<file path="src/rtl/pc_sequencer_pkg.sv">
// Shared encodings for the program-counter sequencer: branch-select codes,
// branch condition codes, sequencer states and the condition evaluator.
package pc_sequencer_pkg;

   localparam logic [7:0] RESET_VEC_DEFAULT = 8'h00;

   localparam logic [1:0] BS_SEQ = 2'b00;
   localparam logic [1:0] BS_BR  = 2'b01;
   localparam logic [1:0] BS_JMP = 2'b10;

   typedef enum logic [2:0] {
      COND_ALWAYS = 3'b000,
      COND_Z      = 3'b001,
      COND_NZ     = 3'b010,
      COND_N      = 3'b011,
      COND_NN     = 3'b100,
      COND_C      = 3'b101,
      COND_V      = 3'b110,
      COND_NEVER  = 3'b111
   } br_cond_t;

   typedef enum logic [1:0] {
      FETCH  = 2'b00,
      DECODE = 2'b01,
      UPDATE = 2'b10,
      HALTED = 2'b11
   } state_t;

   function automatic logic cond_true(input logic [2:0] cond,
                                      input logic z, input logic n,
                                      input logic c, input logic v);
      case (br_cond_t'(cond))
         COND_ALWAYS: return 1'b1;
         COND_Z:      return z;
         COND_NZ:     return !z;
         COND_N:      return n;
         COND_NN:     return !n;
         COND_C:      return c;
         COND_V:      return v;
         default:     return 1'b0;
      endcase
   endfunction

endpackage

</file>
<file path="src/rtl/pc_next_sel.sv">
// Next-PC selector: picks sequential, jump or branch target from the
// registered branch-select code.
module pc_next_sel
   import pc_sequencer_pkg::*;
#(
   parameter int ADDR_W = 8
) (
   input  logic [1:0]        bs_sel,
   input  logic [ADDR_W-1:0] pc_inc,
   input  logic [ADDR_W-1:0] jmp_target,
   input  logic [ADDR_W-1:0] br_target,
   output logic [ADDR_W-1:0] next_pc
);

   always_comb begin
      // NOTE: default assignment first so no path leaves next_pc unassigned (no latch).
      next_pc = pc_inc;
      case (bs_sel)
         BS_JMP:  next_pc = jmp_target;
         BS_BR:   next_pc = br_target;
         default: ;
      endcase
   end

endmodule

</file>
<file path="src/rtl/pc_sequencer.sv">
// Program-counter sequencer: fetch handshake, branch evaluation and PC update
// in a FETCH -> DECODE -> UPDATE loop, with a terminal HALTED state.
module pc_sequencer
   import pc_sequencer_pkg::*;
#(
   parameter int                ADDR_W    = 8,
   parameter logic [ADDR_W-1:0] RESET_VEC = ADDR_W'(RESET_VEC_DEFAULT)
) (
   input  logic              clk,
   input  logic              rst_n,
   output logic              instr_req,
   output logic [ADDR_W-1:0] instr_addr,
   input  logic              instr_ack,
   input  logic              dec_valid,
   input  logic              jmp_en,
   input  logic              br_en,
   input  logic [2:0]        br_cond,
   input  logic [7:0]        br_offset,
   input  logic [ADDR_W-1:0] raa,
   input  logic              flag_z,
   input  logic              flag_n,
   input  logic              flag_c,
   input  logic              flag_v,
   input  logic              halt,
   output logic [1:0]        bs_sel,
   output logic [ADDR_W-1:0] pc,
   output logic              halted
);

   state_t            state;
   logic [ADDR_W-1:0] raa_q;
   logic [7:0]        off_q;
   logic [ADDR_W-1:0] pc_inc;
   logic [ADDR_W-1:0] br_target;
   logic [ADDR_W-1:0] next_pc;

   assign pc_inc     = pc + ADDR_W'(1);
   assign br_target  = pc_inc + ADDR_W'(signed'(off_q));
   assign instr_addr = pc;

   pc_next_sel #(.ADDR_W(ADDR_W)) u_next_sel (
      .bs_sel     (bs_sel),
      .pc_inc     (pc_inc),
      .jmp_target (raa_q),
      .br_target  (br_target),
      .next_pc    (next_pc)
   );

   // Flags are consumed on the dec_valid cycle, so the branch decision itself
   // is what gets registered (as bs_sel) rather than the raw flags.
   always_ff @(posedge clk or negedge rst_n) begin
      if (!rst_n) begin
         state     <= FETCH;
         pc        <= RESET_VEC;
         bs_sel    <= BS_SEQ;
         instr_req <= 1'b0;
         halted    <= 1'b0;
         raa_q     <= '0;
         off_q     <= '0;
      end else begin
         // NOTE: non-blocking assignments so every register sees pre-edge values.
         case (state)
            FETCH: begin
               if (instr_req && instr_ack) begin
                  instr_req <= 1'b0;
                  state     <= DECODE;
               end else begin
                  instr_req <= 1'b1;
               end
            end
            DECODE: begin
               if (dec_valid) begin
                  raa_q <= raa;
                  off_q <= br_offset;
                  if (halt) begin
                     bs_sel <= BS_SEQ;
                     halted <= 1'b1;
                     state  <= HALTED;
                  end else begin
                     if (jmp_en)
                        bs_sel <= BS_JMP;
                     else if (br_en && cond_true(br_cond, flag_z, flag_n, flag_c, flag_v))
                        bs_sel <= BS_BR;
                     else
                        bs_sel <= BS_SEQ;
                     state <= UPDATE;
                  end
               end
            end
            UPDATE: begin
               pc        <= next_pc;
               instr_req <= 1'b1;
               state     <= FETCH;
            end
            HALTED: ;
            default: state <= FETCH;
         endcase
      end
   end

endmodule

</file>
<file path="config.mk">
export PLATFORM = sky130hd
export DESIGN_NAME = pc_sequencer
export DESIGN_NICKNAME = d
export VERILOG_FILES = /design/src/rtl/pc_sequencer_pkg.sv /design/src/rtl/pc_next_sel.sv /design/src/rtl/pc_sequencer.sv
export SDC_FILE = /design/constraint.sdc
export NUM_CORES = 1
export LEC_CHECK = 0
export ABC_AREA = 1
export CORE_ASPECT_RATIO = 1.2
export CORE_MARGIN = 10
export CORE_UTILIZATION = 23
export CTS_CLUSTER_SIZE = 10
export DETAILED_ROUTE_END_ITERATION = 8
export SYNTH_ARGS = -nofsm -noshare
export SYNTH_HDL_FRONTEND = slang
export SYNTH_SLANG_ARGS = --single-unit
</file>
<file path="constraint.sdc">
create_clock -name clk -period 2 [get_ports clk]
set_input_delay 0.4 -clock clk [delete_from_list [all_inputs] [get_ports clk]]
set_output_delay 0.4 -clock clk [all_outputs]
set_load 0.03 [all_outputs]
</file>
==> impl_metrics.toml <==
[drt]
wl_um = 5360
vias = 1859
drcViolationCount = 0
viasPerCell = 4.17
first_pass_iters = 4
first_iter_violations = 56
wl_per_cell_um = 12.0
ant_nets = 0

[sta]
fin_crit_sh_pct = 105
final-setup-viol-count = 4
finalHoldViolations = 0
finClkSkew_ps = 9.48
relSlewSlack_pct = 73.0
max_freq_mhz = 477
fin_ws_ps = -97.3
worst_pin_slew_ps = 404
setup-tns-final_ps = -211
period_needed_ps = 2100
rsz0062_at_grt = "yes"
slew_violations = 0

[clock_network]
numCtsBuffers = 5
insertion_delay_ps = 290
cts_sinks = 30
cts_tree = "built"
cts.reportedPaths.clkPinSlew_ps = 70
cts_max_level = 2
clock_path_buffers = 2
clock_tree.root_cell = "clkbuf_8"

[setup_path]
endpoint_kind = "register"
cp-startpoint = "instr_addr[1]$_DFFE_PN0P_"
timing.rr.start = "instr_addr[1]$_DFFE_PN0P_"
critical_path_class = "reg -> reg"
reg2regPathDepth = 16
crit_fanout = 4
worst_ep_required_time_ps = 2180
cp-start-kind = "register"
arrival_ps = 2280

[placed_design]
gp_congestion = 0.844
io_buffers = 49
dp.cells = 437
post-dp-hpwl_um = 4390
place_area_um2 = 2710

[die]
io_pins = 50
core_um2 = 8560
die_x_um = 105
fp.dieH_um = 122
die-area_um2 = 12900
start_util_pct = 23.4
row_count = 37

[layout]
fin_nets = 373
multi_input_area_um2 = 1120
antennaDiodeCount = 0
area_delta_synth_final_pct = 42.8
drive_above_1_share_pct = 16.7
fin_cells = 446
final_area_um2 = 2860
seqCellArea_um2 = 757
fill_cells = 923
final_core_util_pct = 33.4

[power_and_ir_drop]
p_per_area_nw_per_um2 = 1550
finalPower_mw = 4.43
p_leak_nw = 1.36
ir_worst_vdd_mv = 0.350

[synth]
ys_seq_area_share_pct = 37.5
syn_inst = 268
netlist.area_leader.share_pct = 37.5
synth_cell_types = 31
post_synth.cell_area_avg_um2 = 7.48
synth_area_leaders = "dfrtp_1 37%, nand2_1 17%, ha_1 8.7%"
ys_ff_latch = 30
async_reset_ff_share_pct = 100
yosys.area.top_type = "dfrtp_1"
syn_area_um2 = 2000
yosys_most_used_dff = "dfrtp_1"
synth_edf_count = 0
syn-num-nets = 313
ys.warnings.count = 0

[global_route]
grt_pass1_wl_um = 8920
grt-ovfl-total = 0
antenna_found_initial = 0
grt_use_total_pct = 8.29
first_global_vias = 1981
grt_max_degree = 31

[run_status]
violations = "negative setup slack"
status = "complete, but fails checks"

[worst_hold_path]
hold_path_startpoint = "raa_q[3]$_DFFE_PN0P_"
worstHoldPathType = "reg -> reg"
hold_depth = 2

[flow_run]
maxCapViolations = 0
-- sequential cells by signal, summed over array words and instances, names as in the netlist --
name / count
bs_sel: 2
halted: 1
instr_addr: 8
instr_req: 1
off_q: 8
raa_q: 8
state: 2
-- per-layer routing --
layer	vias to the layer above	GRT usage, %	share of wire [%]
met5	-	0	0
met4	0	3.95	2.5
met3	9	2.05	4.4
met2	31	14.8	51
met1	842	9.02	42
li1	977	-	-
-- cell usage after synthesis (all sizes together), types with 3 or more instances --
| cell type | number |
|---|---|
| nor2 | 9 |
| dfrtp | 30 |
| buf | 12 |
| o21ai | 19 |
| inv | 31 |
| nand3 | 13 |
| a21oi | 17 |
| ha | 14 |
| o22ai | 3 |
| nand2 | 97 |
| o211ai | 3 |
| nand4 | 4 |
-- cell type report --
type / count / share of cell area, %
flip-flops and latches: 30 / 26.5
repair buffers: 67 / 22.0
well taps: 117 / 5.12
inverters: 33 / 4.42
clock buffers: 8 / 2.80
multi-input cells: 191 / 39.2
-- repair_timing --
action | 4_1_cts | 5_1_grt
buffers inserted | 0 | 1
hold buffers | 0 | 0
pin swaps | 2 | 4
resized for setup | 9 | 7
setup endpoints to repair | 5 | 6
-- path summary, 6_finish.rpt --
kind / endpoint / slack (ps)
setup / recovery: instr_addr[7]$_DFFE_PN0P_ / -100
hold / removal: raa_q[3]$_DFFE_PN0P_ / 480
setup reg to reg: instr_addr[7]$_DFFE_PN0P_ / -100
hold reg to reg: raa_q[3]$_DFFE_PN0P_ / 480
max in group asynchronous: instr_addr[0]$_DFFE_PN0P_ / 1190
min in group asynchronous: instr_addr[1]$_DFFE_PN0P_ / 510
-- critical path, cell delays in order (launching register included) --
cell and delay [ps]:
dfrtp_2 430, ha_4 180, nand2_4 70, inv_2 40, nand4_1 70, xor2_1 200
inv_1 100, ha_4 290, nand2_2 60, inv_4 60, nand3_2 50, o21ai_2 140
nand3_1 80, nand3_1 70, nand2_1 50, nand2_1 50, nand2_1 40
-- through the flow --
stage / hold slack, ps / setup slack (ps)
after CTS: 488 / -79.6
after global routing: 516 / -240
after detailed placement: 472 / -116
after global placement: 468 / -87.6
final: 483 / -97.3
after floorplan: 104 / -74.3
-- cell families after synthesis --
family                     Yosys count  share of synthesized area [%]
adders and majority gates           15                           9.74
and+or+nand+nor                    126                           27.4
xor gates and xnor gates             3                           1.31
buffers and inverters               47                           11.0
AOI/OAI and AO/OA                   47                           13.1
DFF                                 30                           37.5
-- report_power, final --
part	internal (mW)	switching (mW)
clock network	0.247	0.226
logic	1.24	1.60
registers	0.880	0.239
-- cells in the final DEF (no fill, tap or decap), types with 3 or more instances in the layout --
cell type,count
a21oi_1,15
buf_4,18
clkbuf_1,3
clkbuf_8,5
clkdlybuf4s50_1,47
dfrtp_1,25
dfrtp_2,5
ha_1,9
ha_4,4
inv_1,28
inv_2,3
nand2_1,90
nand2_2,5
nand3_1,9
nand3_2,4
nand4_1,4
nor2_1,7
o211ai_1,3
o21ai_0,11
o21ai_1,6
o22ai_1,3
Note: power is estimated with default switching activity, not from simulation.
